`config.mk`:
```
export PLATFORM = sky130hd
export DESIGN_NAME = video_slot_sequencer
export DESIGN_NICKNAME = d
export VERILOG_FILES = /design/src/rtl/video_seq_pkg.sv /design/src/rtl/seq_isa_arbiter.sv /design/src/rtl/video_slot_sequencer.sv
export SDC_FILE = /design/constraint.sdc
export NUM_CORES = 1
export LEC_CHECK = 0
export ABC_CLOCK_PERIOD_IN_PS = 4400
export BUFFER_PORTS_ARGS = -buffer_cell sky130_fd_sc_hd__buf_2
export CORE_MARGIN = 4
export CORE_UTILIZATION = 53
export DETAILED_ROUTE_END_ITERATION = 16
export PLACE_DENSITY_LB_ADDON = 0.2
export SYNTH_ARGS = -nofsm -noshare
export SYNTH_HDL_FRONTEND = slang
export SYNTH_SLANG_ARGS = --single-unit
```
`constraint.sdc`:
```
create_clock -name clk -period 4.4 [get_ports clk]
set_input_delay 0.44 -clock clk [delete_from_list [all_inputs] [get_ports clk]]
set_output_delay 0.44 -clock clk [all_outputs]
set_load 0.05 [all_outputs]
```
`src/rtl/video_seq_pkg.sv`:
```
// Shared definitions for the video slot sequencer.
// Contents:
//   - offsets inside a character slot of each strobe
//   - ISA grant FSM state encoding
//   - mode saturation helper
package video_seq_pkg;

    // Offsets inside an active slot (or inside a fine slot for the VRAM read strobes)
    localparam int OFF_CRTC = 0;
    localparam int OFF_RD0  = 1;  // first VRAM read cycle of a fine slot
    localparam int OFF_RD1  = 3;  // last VRAM read cycle of a fine slot
    localparam int OFF_A0   = 2;
    localparam int OFF_CHAR = 2;
    localparam int OFF_ATT  = 3;
    localparam int OFF_PIPE = 4;
    localparam int ISA_LO   = 5;  // first fine offset where an ISA access may run

    typedef enum logic [1:0] {
        IDLE  = 2'd0,
        GRANT = 2'd1,
        BUSY  = 2'd2
    } isa_state_e;

    // Clamp a requested log2 slot count to the largest supported value
    function automatic logic [1:0] sat_mode(input logic [1:0] mode_req, input int max_lslots);
        logic [1:0] result;
        if (int'(mode_req) > max_lslots) begin
            result = 2'(max_lslots);
        end else begin
            result = mode_req;
        end
        return result;
    endfunction

endpackage

```
`src/rtl/seq_isa_arbiter.sv`:
```
// ISA grant FSM for the video slot sequencer.
// Grants an ISA VRAM access only inside the legal window of a fine slot, keeps
// it busy for ISA_LEN cycles and defers a phase clear until the access is over.
// Ports:
//   clk, reset_n    clock, asynchronous active-low reset
//   isa_req         level: ISA access pending
//   grant_ok        the current fine offset is inside the grant window
//   phase_clr       pulse: divider restart requested
//   isa_grant       1-cycle pulse, the access may start next cycle
//   isa_busy        high for ISA_LEN cycles after the grant
//   phase_apply     the divider must restart at 0 on the next edge
module seq_isa_arbiter
    import video_seq_pkg::*;
#(
    parameter int ISA_LEN = 3
) (
    input  logic clk,
    input  logic reset_n,
    input  logic isa_req,
    input  logic grant_ok,
    input  logic phase_clr,
    output logic isa_grant,
    output logic isa_busy,
    output logic phase_apply
);

    localparam int BC_W = (ISA_LEN > 1) ? $clog2(ISA_LEN) : 1;
    localparam logic [BC_W-1:0] BC_LAST = BC_W'(ISA_LEN - 1);

    isa_state_e      state_r;
    isa_state_e      state_nx_s;
    isa_state_e      state_cur_s;
    logic [BC_W-1:0] busy_cnt_r;
    logic [BC_W-1:0] busy_cnt_nx_s;
    logic            phase_pend_r;
    logic            phase_pend_nx_s;

    // State register, busy counter and pending phase clear
    always_ff @(posedge clk or negedge reset_n) begin
        if (!reset_n) begin
            state_r      <= IDLE;
            busy_cnt_r   <= '0;
            phase_pend_r <= 1'b0;
        end else begin
            state_r      <= state_nx_s;
            busy_cnt_r   <= busy_cnt_nx_s;
            phase_pend_r <= phase_pend_nx_s;
        end
    end

    // Next-state logic. The grant cycle is the IDLE cycle in which a legal
    // request is seen, so state_cur_s reports GRANT for that cycle.
    always_comb begin
        state_cur_s     = state_r;
        state_nx_s      = state_r;
        busy_cnt_nx_s   = busy_cnt_r;
        phase_pend_nx_s = phase_pend_r;
        phase_apply     = 1'b0;
        case (state_r)
            IDLE: begin
                if (isa_req && grant_ok) begin
                    state_cur_s     = GRANT;
                    state_nx_s      = BUSY;
                    busy_cnt_nx_s   = '0;
                    phase_pend_nx_s = phase_clr;
                end else begin
                    phase_apply     = phase_clr;
                    phase_pend_nx_s = 1'b0;
                end
            end
            GRANT: begin
                state_nx_s      = BUSY;
                busy_cnt_nx_s   = '0;
                phase_pend_nx_s = phase_pend_r | phase_clr;
            end
            BUSY: begin
                if (busy_cnt_r == BC_LAST) begin
                    // Access ends on this edge: a deferred clear lands here
                    state_nx_s      = IDLE;
                    phase_apply     = phase_pend_r | phase_clr;
                    phase_pend_nx_s = 1'b0;
                end else begin
                    busy_cnt_nx_s   = busy_cnt_r + BC_W'(1);
                    phase_pend_nx_s = phase_pend_r | phase_clr;
                end
            end
            default: begin
                state_nx_s      = IDLE;
                busy_cnt_nx_s   = '0;
                phase_pend_nx_s = 1'b0;
            end
        endcase
    end

    // Output decode
    always_comb begin
        isa_grant = (state_cur_s == GRANT);
        isa_busy  = (state_r == BUSY);
    end

endmodule

```
`src/rtl/video_slot_sequencer.sv`:
```
// Video slot sequencer: free-running divider that times VRAM reads, char-ROM
// reads, CRTC clocks and the display pipeline in 1..2**MAX_LSLOTS character
// slots per period, plus an ISA VRAM access arbiter with a guard gap.
// Ports:
//   clk, reset_n       pixel clock, asynchronous active-low reset
//   mode               log2 active slots per period (saturates at MAX_LSLOTS)
//   phase_clr          pulse: restart the divider at 0
//   isa_req            level: ISA access pending
//   clk_seq            divider value
//   lclk / hclk        strobes at 0 / at 0 and PERIOD/2
//   crtc_clk, vram_read_char, vram_read_att, charrom_read, disp_pipeline
//                      active-slot strobes
//   vram_read, vram_read_a0   fine-slot strobes (mode independent)
//   slot_idx           current active slot
//   isa_op_enable, isa_grant, isa_busy   ISA access window and handshake
module video_slot_sequencer
    import video_seq_pkg::*;
#(
    parameter int DIV_W      = 5,
    parameter int MAX_LSLOTS = 1,
    parameter int ISA_LEN    = 3,
    parameter int GUARD      = 2
) (
    input  logic             clk,
    input  logic             reset_n,
    input  logic [1:0]       mode,
    input  logic             phase_clr,
    input  logic             isa_req,
    output logic [DIV_W-1:0] clk_seq,
    output logic             lclk,
    output logic             hclk,
    output logic             crtc_clk,
    output logic             vram_read,
    output logic             vram_read_a0,
    output logic             vram_read_char,
    output logic             vram_read_att,
    output logic             charrom_read,
    output logic             disp_pipeline,
    output logic [1:0]       slot_idx,
    output logic             isa_op_enable,
    output logic             isa_grant,
    output logic             isa_busy
);

    localparam int PERIOD    = 2 ** DIV_W;
    localparam int FS        = PERIOD >> MAX_LSLOTS;
    localparam int FOFF_W    = DIV_W - MAX_LSLOTS;
    localparam int GRANT_MAX = FS - 1 - GUARD - ISA_LEN;

    localparam logic [DIV_W-1:0]  CNT_MASK  = {DIV_W{1'b1}};
    localparam logic [DIV_W-1:0]  CNT_LAST  = DIV_W'(PERIOD - 1);
    localparam logic [DIV_W-1:0]  CNT_HALF  = DIV_W'(PERIOD / 2);
    localparam logic [DIV_W-1:0]  A_CRTC    = DIV_W'(OFF_CRTC);
    localparam logic [DIV_W-1:0]  A_CHAR    = DIV_W'(OFF_CHAR);
    localparam logic [DIV_W-1:0]  A_ATT     = DIV_W'(OFF_ATT);
    localparam logic [DIV_W-1:0]  A_PIPE    = DIV_W'(OFF_PIPE);
    localparam logic [FOFF_W-1:0] F_RD0     = FOFF_W'(OFF_RD0);
    localparam logic [FOFF_W-1:0] F_RD1     = FOFF_W'(OFF_RD1);
    localparam logic [FOFF_W-1:0] F_A0      = FOFF_W'(OFF_A0);
    localparam logic [FOFF_W-1:0] F_ISA_LO  = FOFF_W'(ISA_LO);
    localparam logic [FOFF_W-1:0] F_ISA_HI  = FOFF_W'(FS - 2);
    localparam logic [FOFF_W-1:0] F_GNT_MAX = FOFF_W'(GRANT_MAX);

    generate
        if (FS < 4 + ISA_LEN + GUARD + 2) begin : g_fs_check
            $error("video_slot_sequencer: fine slot too short for the ISA access and guard gap");
        end
    endgenerate

    logic [DIV_W-1:0]  cnt_r;
    logic              run_r;
    logic [1:0]        mode_q_r;
    logic [1:0]        mode_sat_s;
    logic [DIV_W-1:0]  off_s;
    logic [FOFF_W-1:0] fine_off_s;
    logic [DIV_W-1:0]  slot_full_s;
    logic              isa_win_s;
    logic              grant_ok_s;
    logic              phase_apply_s;

    // Mode value that would be loaded at the next period boundary
    always_comb begin
        mode_sat_s = sat_mode(mode, MAX_LSLOTS);
    end

    // Divider, run flag and mode register. mode only changes at a period
    // boundary or on a phase clear, so no partial slot is ever produced.
    always_ff @(posedge clk or negedge reset_n) begin
        if (!reset_n) begin
            cnt_r    <= '0;
            run_r    <= 1'b0;
            mode_q_r <= 2'd0;
        end else if (!run_r) begin
            run_r <= 1'b1;
        end else if (phase_apply_s) begin
            cnt_r    <= '0;
            mode_q_r <= mode_sat_s;
        end else begin
            cnt_r <= cnt_r + DIV_W'(1);
            if (cnt_r == CNT_LAST) begin
                mode_q_r <= mode_sat_s;
            end
        end
    end

    // Strobe decode from the registered divider and mode
    always_comb begin
        off_s          = cnt_r & (CNT_MASK >> mode_q_r);
        fine_off_s     = cnt_r[FOFF_W-1:0];
        slot_full_s    = cnt_r >> (DIV_W - int'(mode_q_r));
        clk_seq        = cnt_r;
        slot_idx       = slot_full_s[1:0];
        lclk           = 1'b0;
        hclk           = 1'b0;
        crtc_clk       = 1'b0;
        vram_read      = 1'b0;
        vram_read_a0   = 1'b0;
        vram_read_char = 1'b0;
        vram_read_att  = 1'b0;
        charrom_read   = 1'b0;
        disp_pipeline  = 1'b0;
        isa_win_s      = 1'b0;
        if (run_r) begin
            lclk           = (cnt_r == '0);
            hclk           = (cnt_r == '0) || (cnt_r == CNT_HALF);
            crtc_clk       = (off_s == A_CRTC);
            vram_read      = (fine_off_s >= F_RD0) && (fine_off_s <= F_RD1);
            vram_read_a0   = (fine_off_s == F_A0);
            vram_read_char = (off_s == A_CHAR);
            vram_read_att  = (off_s == A_ATT);
            charrom_read   = (off_s == A_ATT);
            disp_pipeline  = (off_s == A_PIPE);
            isa_win_s      = (fine_off_s >= F_ISA_LO) && (fine_off_s <= F_ISA_HI);
        end else begin
            isa_win_s = 1'b0;
        end
        isa_op_enable = isa_win_s;
        // Late grants are refused so the access plus guard ends before the next read
        grant_ok_s    = isa_win_s && (fine_off_s <= F_GNT_MAX);
    end

    seq_isa_arbiter #(
        .ISA_LEN (ISA_LEN)
    ) u_isa_arbiter (
        .clk         (clk),
        .reset_n     (reset_n),
        .isa_req     (isa_req),
        .grant_ok    (grant_ok_s),
        .phase_clr   (phase_clr),
        .isa_grant   (isa_grant),
        .isa_busy    (isa_busy),
        .phase_apply (phase_apply_s)
    );

endmodule

```
### Word-level counts from Yosys, hierarchy flattened

Cells that the tools add are included.

* bits in registers: 13
* bits in latches: 0
* bits in writable memories: 0
* memory bits (read-only): 0
* input bits: 6
* output and inout bits: 19
* logic and storage cells: 71
* memories: 0

* add/sub/neg operators: 3
* multipliers: 0
* div/mod/pow operators: 0
* magnitude comparators: 6
* eq/ne operators: 13
* shifts and indexed selects: 2
* muxes and demuxes: 27
* bitwise logic cells: 2
* reduce and logical (&&, ||, !) cells: 12

Operators by type and width (number)
* 5-bit by 32-bit >> shifter with 2-bit output: 1
* 2-bit two-way mux: 9
* 1-bit two-way mux: 13
* 5-bit by 2-bit equality test with 1-bit output (second input constant): 2
* 5-bit equality test (second input constant): 2
* 5-bit logical NOT: 2
* 4-bit less-or-equal comparator (second input constant): 2
* 2-bit one-hot mux with 3 select lines: 1
* 2-bit AND reduction: 3
* 5-bit by 1-bit adder with 5-bit output (second input constant): 1
* 5-bit AND: 1
* 5-bit by 3-bit equality test with 1-bit output (second input constant): 1
* 5-bit two-way mux: 1
* 5-bit by 2-bit >> shifter with 5-bit output (first input constant): 1
* 2-bit by 1-bit equality test with 1-bit output (second input constant): 2
* 2-bit equality test (second input constant): 2
* 4-bit by 2-bit equality test with 1-bit output (second input constant): 1
* 4-bit by 1-bit greater-or-equal comparator with 1-bit output (second input constant): 1
* 4-bit by 3-bit greater-or-equal comparator with 1-bit output (second input constant): 1
* 4-bit by 2-bit less-or-equal comparator with 1-bit output (second input constant): 1
* 1-bit logical AND: 4
* 2-bit by 1-bit != test with 1-bit output (second input constant): 2
* 2-bit one-hot mux with 2 select lines: 1
* 3-bit by 2-bit subtractor with 4-bit output (first input constant): 1
* 9 further kinds: 9

### Depth between registers and ports, before layout

* depth in word-level cells: 9
* mapped depth: 7
* mapped depth without buffers: 7

### By module

Synthesis repeated with hierarchy kept, for this count alone.

* cell total of the unflattened synthesis: 94
* area total of the unflattened synthesis: 848.3 sq um

Modules (own cells, without submodules)
* video_slot_sequencer: times used 1, cells an instance 70, area each 599.3 sq um, seq. area each 200.2 sq um
* seq_isa_arbiter: times used 1, cells an instance 24, area each 249.0 sq um, seq. area each 100.1 sq um

### Worst setup path before layout

OpenSTA, ideal clock, no wires.

* kind: register to output
* start point: register cnt_r[2] (netlist: clk_seq[2])
* end point: output lclk
* data arrival time: 2.301 ns
* data required time: 3.960 ns
* slack: 1.659 ns
* stages on the path, launching flop included: 5
* buffers on the path: 1
* cell sequence: dfrtp_1 > buf_2 > nor3b_1 > and2_1 > nor2b_1

* word-level cells in the longest chain between the ends: 2

RTL lines
* from (decl): line video_slot_sequencer.sv:70 `logic [DIV_W-1:0] cnt_r;`
* from (signal assigned): line video_slot_sequencer.sv:99 `cnt_r <= cnt_r + DIV_W'(1);`
* 5-bit logical NOT: line video_slot_sequencer.sv:124 `lclk = (cnt_r == '0);`
* 1-bit two-way mux: line video_slot_sequencer.sv:123 `if (run_r) begin`
* to (decl): line video_slot_sequencer.sv:30 `output logic lclk,`

Every way passes these cells.

### Final worst setup path

* start point: register cnt_r[1] (netlist: clk_seq[1])
* end point: output isa_grant

* word-level cells in the longest chain between the ends: 8
* elaborated cells between the ends (all ways): 10
* classes of those cells: order compare: 3; eq/ne: 1; mux: 3; reduce/logical: 3

RTL lines
* 4-bit by 3-bit greater-or-equal comparator with 1-bit output / 4-bit less-or-equal comparator (equally long branches): line video_slot_sequencer.sv:133 `isa_win_s = (fine_off_s >= F_ISA_LO) && (fine_off_s <= F_ISA_HI);`
* 1-bit logical AND: line video_slot_sequencer.sv:133
* 1-bit two-way mux: line video_slot_sequencer.sv:123
* 1-bit logical AND (*): line video_slot_sequencer.sv:139 `grant_ok_s = isa_win_s && (fine_off_s <= F_GNT_MAX);`
* 1-bit logical AND (*): line seq_isa_arbiter.sv:61 `if (isa_req && grant_ok) begin`
* 2-bit two-way mux (*): line seq_isa_arbiter.sv:61
* 2-bit two-way mux (*): line seq_isa_arbiter.sv:59 `case (state_r)`
* 2-bit by 1-bit equality test with 1-bit output (*): line seq_isa_arbiter.sv:97 `isa_grant = (state_cur_s == GRANT);`
* to (decl): line video_slot_sequencer.sv:41 `output logic isa_grant,`

Mark *: on every way between the ends. The rest lies on a longest branch, timed or not.

==> qor.log <==
qor: status.run_status complete, no violations
qor: synth.synth-adder-area-share 0.107
qor: clock_tree.cts_buffers 3
qor: placement.routabilityCongestion 0.734
qor: timing.report.final.hold_viol_count 0
qor: worst_setup_path.worstReg2RegEnd mode_q_r[0]
qor: worst_setup_path.path_cells inv_1 -> ha_1 -> nand2b_1 -> a21oi_1 -> nor3_4 -> buf_2
qor: worst_setup_path.critPathArrivalTime 1.91 ns
qor: floorplan.core-area 1370 um2
qor: clock_tree.clock-sinks 12
qor: cells_and_area.fill_cells 126
qor: synth.synth_cell_type_count 30
qor: clock_tree.clock_tree.htree_level_count 1
qor: synth.synth_xor_xnor_area_share 0.0322
qor: worst_setup_path.worst_ep_required_time 3.96 ns
qor: global_route.global_route.usage.total 0.160
qor: synth.post_synth_instance_area 816 um2
qor: detailed_routing.drc 0
qor: cells_and_area.layout_commonest_cell buf_2
qor: placement.hpwl 1240 um
qor: cells_and_area.fin_cells 129
qor: hold_path.holdCritPathClass input port to async pin
qor: power_and_ir_drop.power.static_leakage 0.534 nW
qor: timing.final-setup-viol-count 0
qor: clock_tree.cts.clk_slew.worst_paths 0.08 ns
qor: worst_setup_path.timing.critical_path.to_type primary output
qor: detailed_routing.route.layer.met1.wl 640 um
qor: detailed_routing.routed_via_density 5.15
qor: synth.post_synth_mux_area_share 0.0613
qor: cells_and_area.n_antenna_cell 0
qor: timing.timing.final.max_slew_violations 0
qor: cells_and_area.share_of_post_route_cells_with_drive_strength_above_1 0.298
qor: power_and_ir_drop.ir_drop 379 uV
qor: worst_setup_path.path_class flip-flop to primary output
qor: global_route.grt_pass1_vias 594
qor: worst_setup_path.critical_path.n_buffers_inverters 2
qor: worst_setup_path.cp_max_fo 7
qor: clock_tree.post_cts.resized_instances 0
qor: detailed_routing.highest_signal_layer_in_the_routed_design met4
qor: timing.skew 0.00545 ns
qor: floorplan.die-width 47.2 um
qor: timing.layout_worst_path_cycle_share 0.535
qor: synth.simple_gate_portion_of_the_synthesized_area 0.275
qor: synth.synth_warn 0
qor: floorplan.io_pins 25
qor: synth.ys_seq_area_frac 0.368
qor: placement.numPortBuffers 24
qor: synth.synth_top_family_by_area simple AND/OR/NAND/NOR gates
qor: global_route.grt_pass1_wl 2550 um
qor: worst_setup_path.cp_top_family buffers and inverters
qor: synth.netlist_instances 89
qor: synth.syn-num-nets 102
qor: detailed_routing.met3_length 85 um
qor: worst_setup_path.reg2reg_slack 2.64 ns
qor: worst_setup_path.r2r_start clk_seq[1]
qor: detailed_routing.route.final.wire_length 1530 um
qor: worst_setup_path.cpPeakStageDelay 0.44 ns
qor: floorplan.die_area 2230 um2
qor: floorplan.dieHeight 47.2 um
qor: synth.synth_seq_cells 12
qor: worst_setup_path.cpMaxStageDelayCell dfrtp_1
qor: timing.achievable-frequency 425 MHz
qor: worst_setup_path.critical_path.startpoint_type flip-flop
qor: synth.avgSynthCellArea 9.17 um2
qor: cells_and_area.layout.nets 128
qor: power_and_ir_drop.pwr_density_cell 707 nW/um2
qor: cells_and_area.areaGrowthSynthToFinish 19.0%
qor: synth.netlist_top_cells_area dfrtp_1, ha_1, mux2i_1
qor: timing.fin_setup_tns 0 ns
qor: global_route.grt_antenna_before_repair 0
qor: global_route.grt_overflow 0
qor: power_and_ir_drop.post-layout-total-power 0.000687 W
qor: synth.share_of_the_synthesized_area_in_compound_gates_ao_oa_aoi_oai 0.0997
qor: cells_and_area.layout.cells.most_common_list buf_2, dfrtp_1, nor2_1
qor: clock_tree.buffer_cell_driving_the_clock_tree_root clkbuf_4
qor: clock_tree.cts_hold_buffers 0
qor: detailed_routing.detailedRoute.firstPassIterationCount 4
qor: detailed_routing.wl_cell 11.8 um
qor: detailed_routing.wl_met2 789 um
qor: synth.most_area_hungry_cell_type_in_the_yosys_netlist dfrtp_1
qor: detailed_routing.vias 664
qor: placement.placed_instances 125
qor: clock_tree.cts_buffer_depth 2
qor: clock_tree.clk-insertion-delay-late 0.28 ns
qor: synth.netlist.area_leader.share 0.368
qor: clock_tree.post_cts.repair.setup_buffers 0
qor: timing.unrepaired_setup_endpoints_after_global_routing false
qor: timing.minimum_clock_period 2.35 ns
qor: worst_setup_path.timing.reg2reg.worst_path_depth 7
qor: floorplan.row_count 13
qor: global_route.largest_net_degree_at_the_start_of_global_routing 13
qor: detailed_routing.detail_route.iter0.violations 5
qor: clock_tree.cts_tree done
qor: floorplan.start_util 0.597
qor: detailed_routing.antenna_violating_nets_post_route 0
qor: flow_run.max-cap-violations 0
==> per-stage QoR <==
stage	hold WS, ns	setup WS (ns)	instance area, um2	utilization
2_1_floorplan	0.144	1.66	816	-
3_3_place_gp	0.327	2.38	935	0.684
3_5_place_dp	0.328	2.33	935	0.684
4_1_cts	0.0247	2.01	971	0.711
5_1_grt	0.0291	1.88	971	0.711
6_report	0.0203	2.05	971	0.711
==> flip-flops by register name, indices dropped and copies added (netlist names) <==
register	flops
run_r	1
u_isa_arbiter.busy_cnt_r	2
mode_q_r	2
clk_seq	5
u_isa_arbiter.state_r	1
u_isa_arbiter.phase_pend_r	1
==> worst max path at each step <==
stage | to | slack, ns | startpoint | cells past startpoint
6_report | isa_grant | 2.05 | clk_seq[1] | 6
5_1_grt | isa_grant | 1.88 | clk_seq[1] | 6
4_1_cts | isa_grant | 2.01 | clk_seq[1] | 6
3_5_place_dp | isa_grant | 2.33 | clk_seq[1] | 6
3_3_place_gp | isa_grant | 2.38 | clk_seq[1] | 6
2_1_floorplan | lclk | 1.66 | clk_seq[2] | 4
==> synth_stat cells, drive strengths merged <==
| cell | number |
|---|---|
| nor3 | 1 |
| o21ai | 4 |
| nand2b | 3 |
| a21oi | 3 |
| nor2 | 12 |
| nand3 | 1 |
| o21a | 1 |
| xor2 | 1 |
| inv | 6 |
| dfrtp | 12 |
| o22ai | 1 |
| nor2b | 4 |
| ha | 7 |
| xnor2 | 2 |
| and3 | 1 |
| mux2i | 5 |
| nand4 | 2 |
| buf | 3 |
| nand2 | 10 |
| a21o | 1 |
| nor3b | 1 |
| and2 | 6 |
| conb | 1 |
| o31ai | 1 |
==> report_power, final <==
part / internal (W) / switching, W / total, W
sequential: 0.000145 / 0.0000516 / 0.000196
combinational: 0.000113 / 0.000290 / 0.000403
clock: 0.0000503 / 0.0000368 / 0.0000871
total: 0.000308 / 0.000379 / 0.000687
==> metal layers <==
layer | GRT usage | vias to the layer above
met5 | 0 | -
met4 | 0.0331 | 0
met3 | 0.0575 | 2
met2 | 0.273 | 14
met1 | 0.194 | 310
li1 | - | 338
==> layout make-up <==
| type | count | area [um2] | area share |
|---|---|---|---|
| multi-input combinational | 68 | 473 | 0.487 |
| sequential | 12 | 300 | 0.309 |
| inverter | 6 | 22.5 | 0.0232 |
| tap | 15 | 18.8 | 0.0193 |
| clock buffer | 4 | 36.3 | 0.0374 |
| timing repair buffer | 24 | 120 | 0.124 |
==> kinds of logic (layout without fill, tap and decap cells) <==
| family | count (synthesis) | after routing |
|---|---|---|
| AO/OA/AOI/OAI | 11 | 11 |
| flip-flops | 12 | 12 |
| multiplexers | 5 | 5 |
| buffers and inverters | 9 | 34 |
| other | 1 | 1 |
| AND/OR/NAND/NOR | 41 | 41 |
| adder cells (fa/ha/maj) | 7 | 7 |
| XOR/XNOR | 3 | 3 |
(Power assumes the default switching activity.)
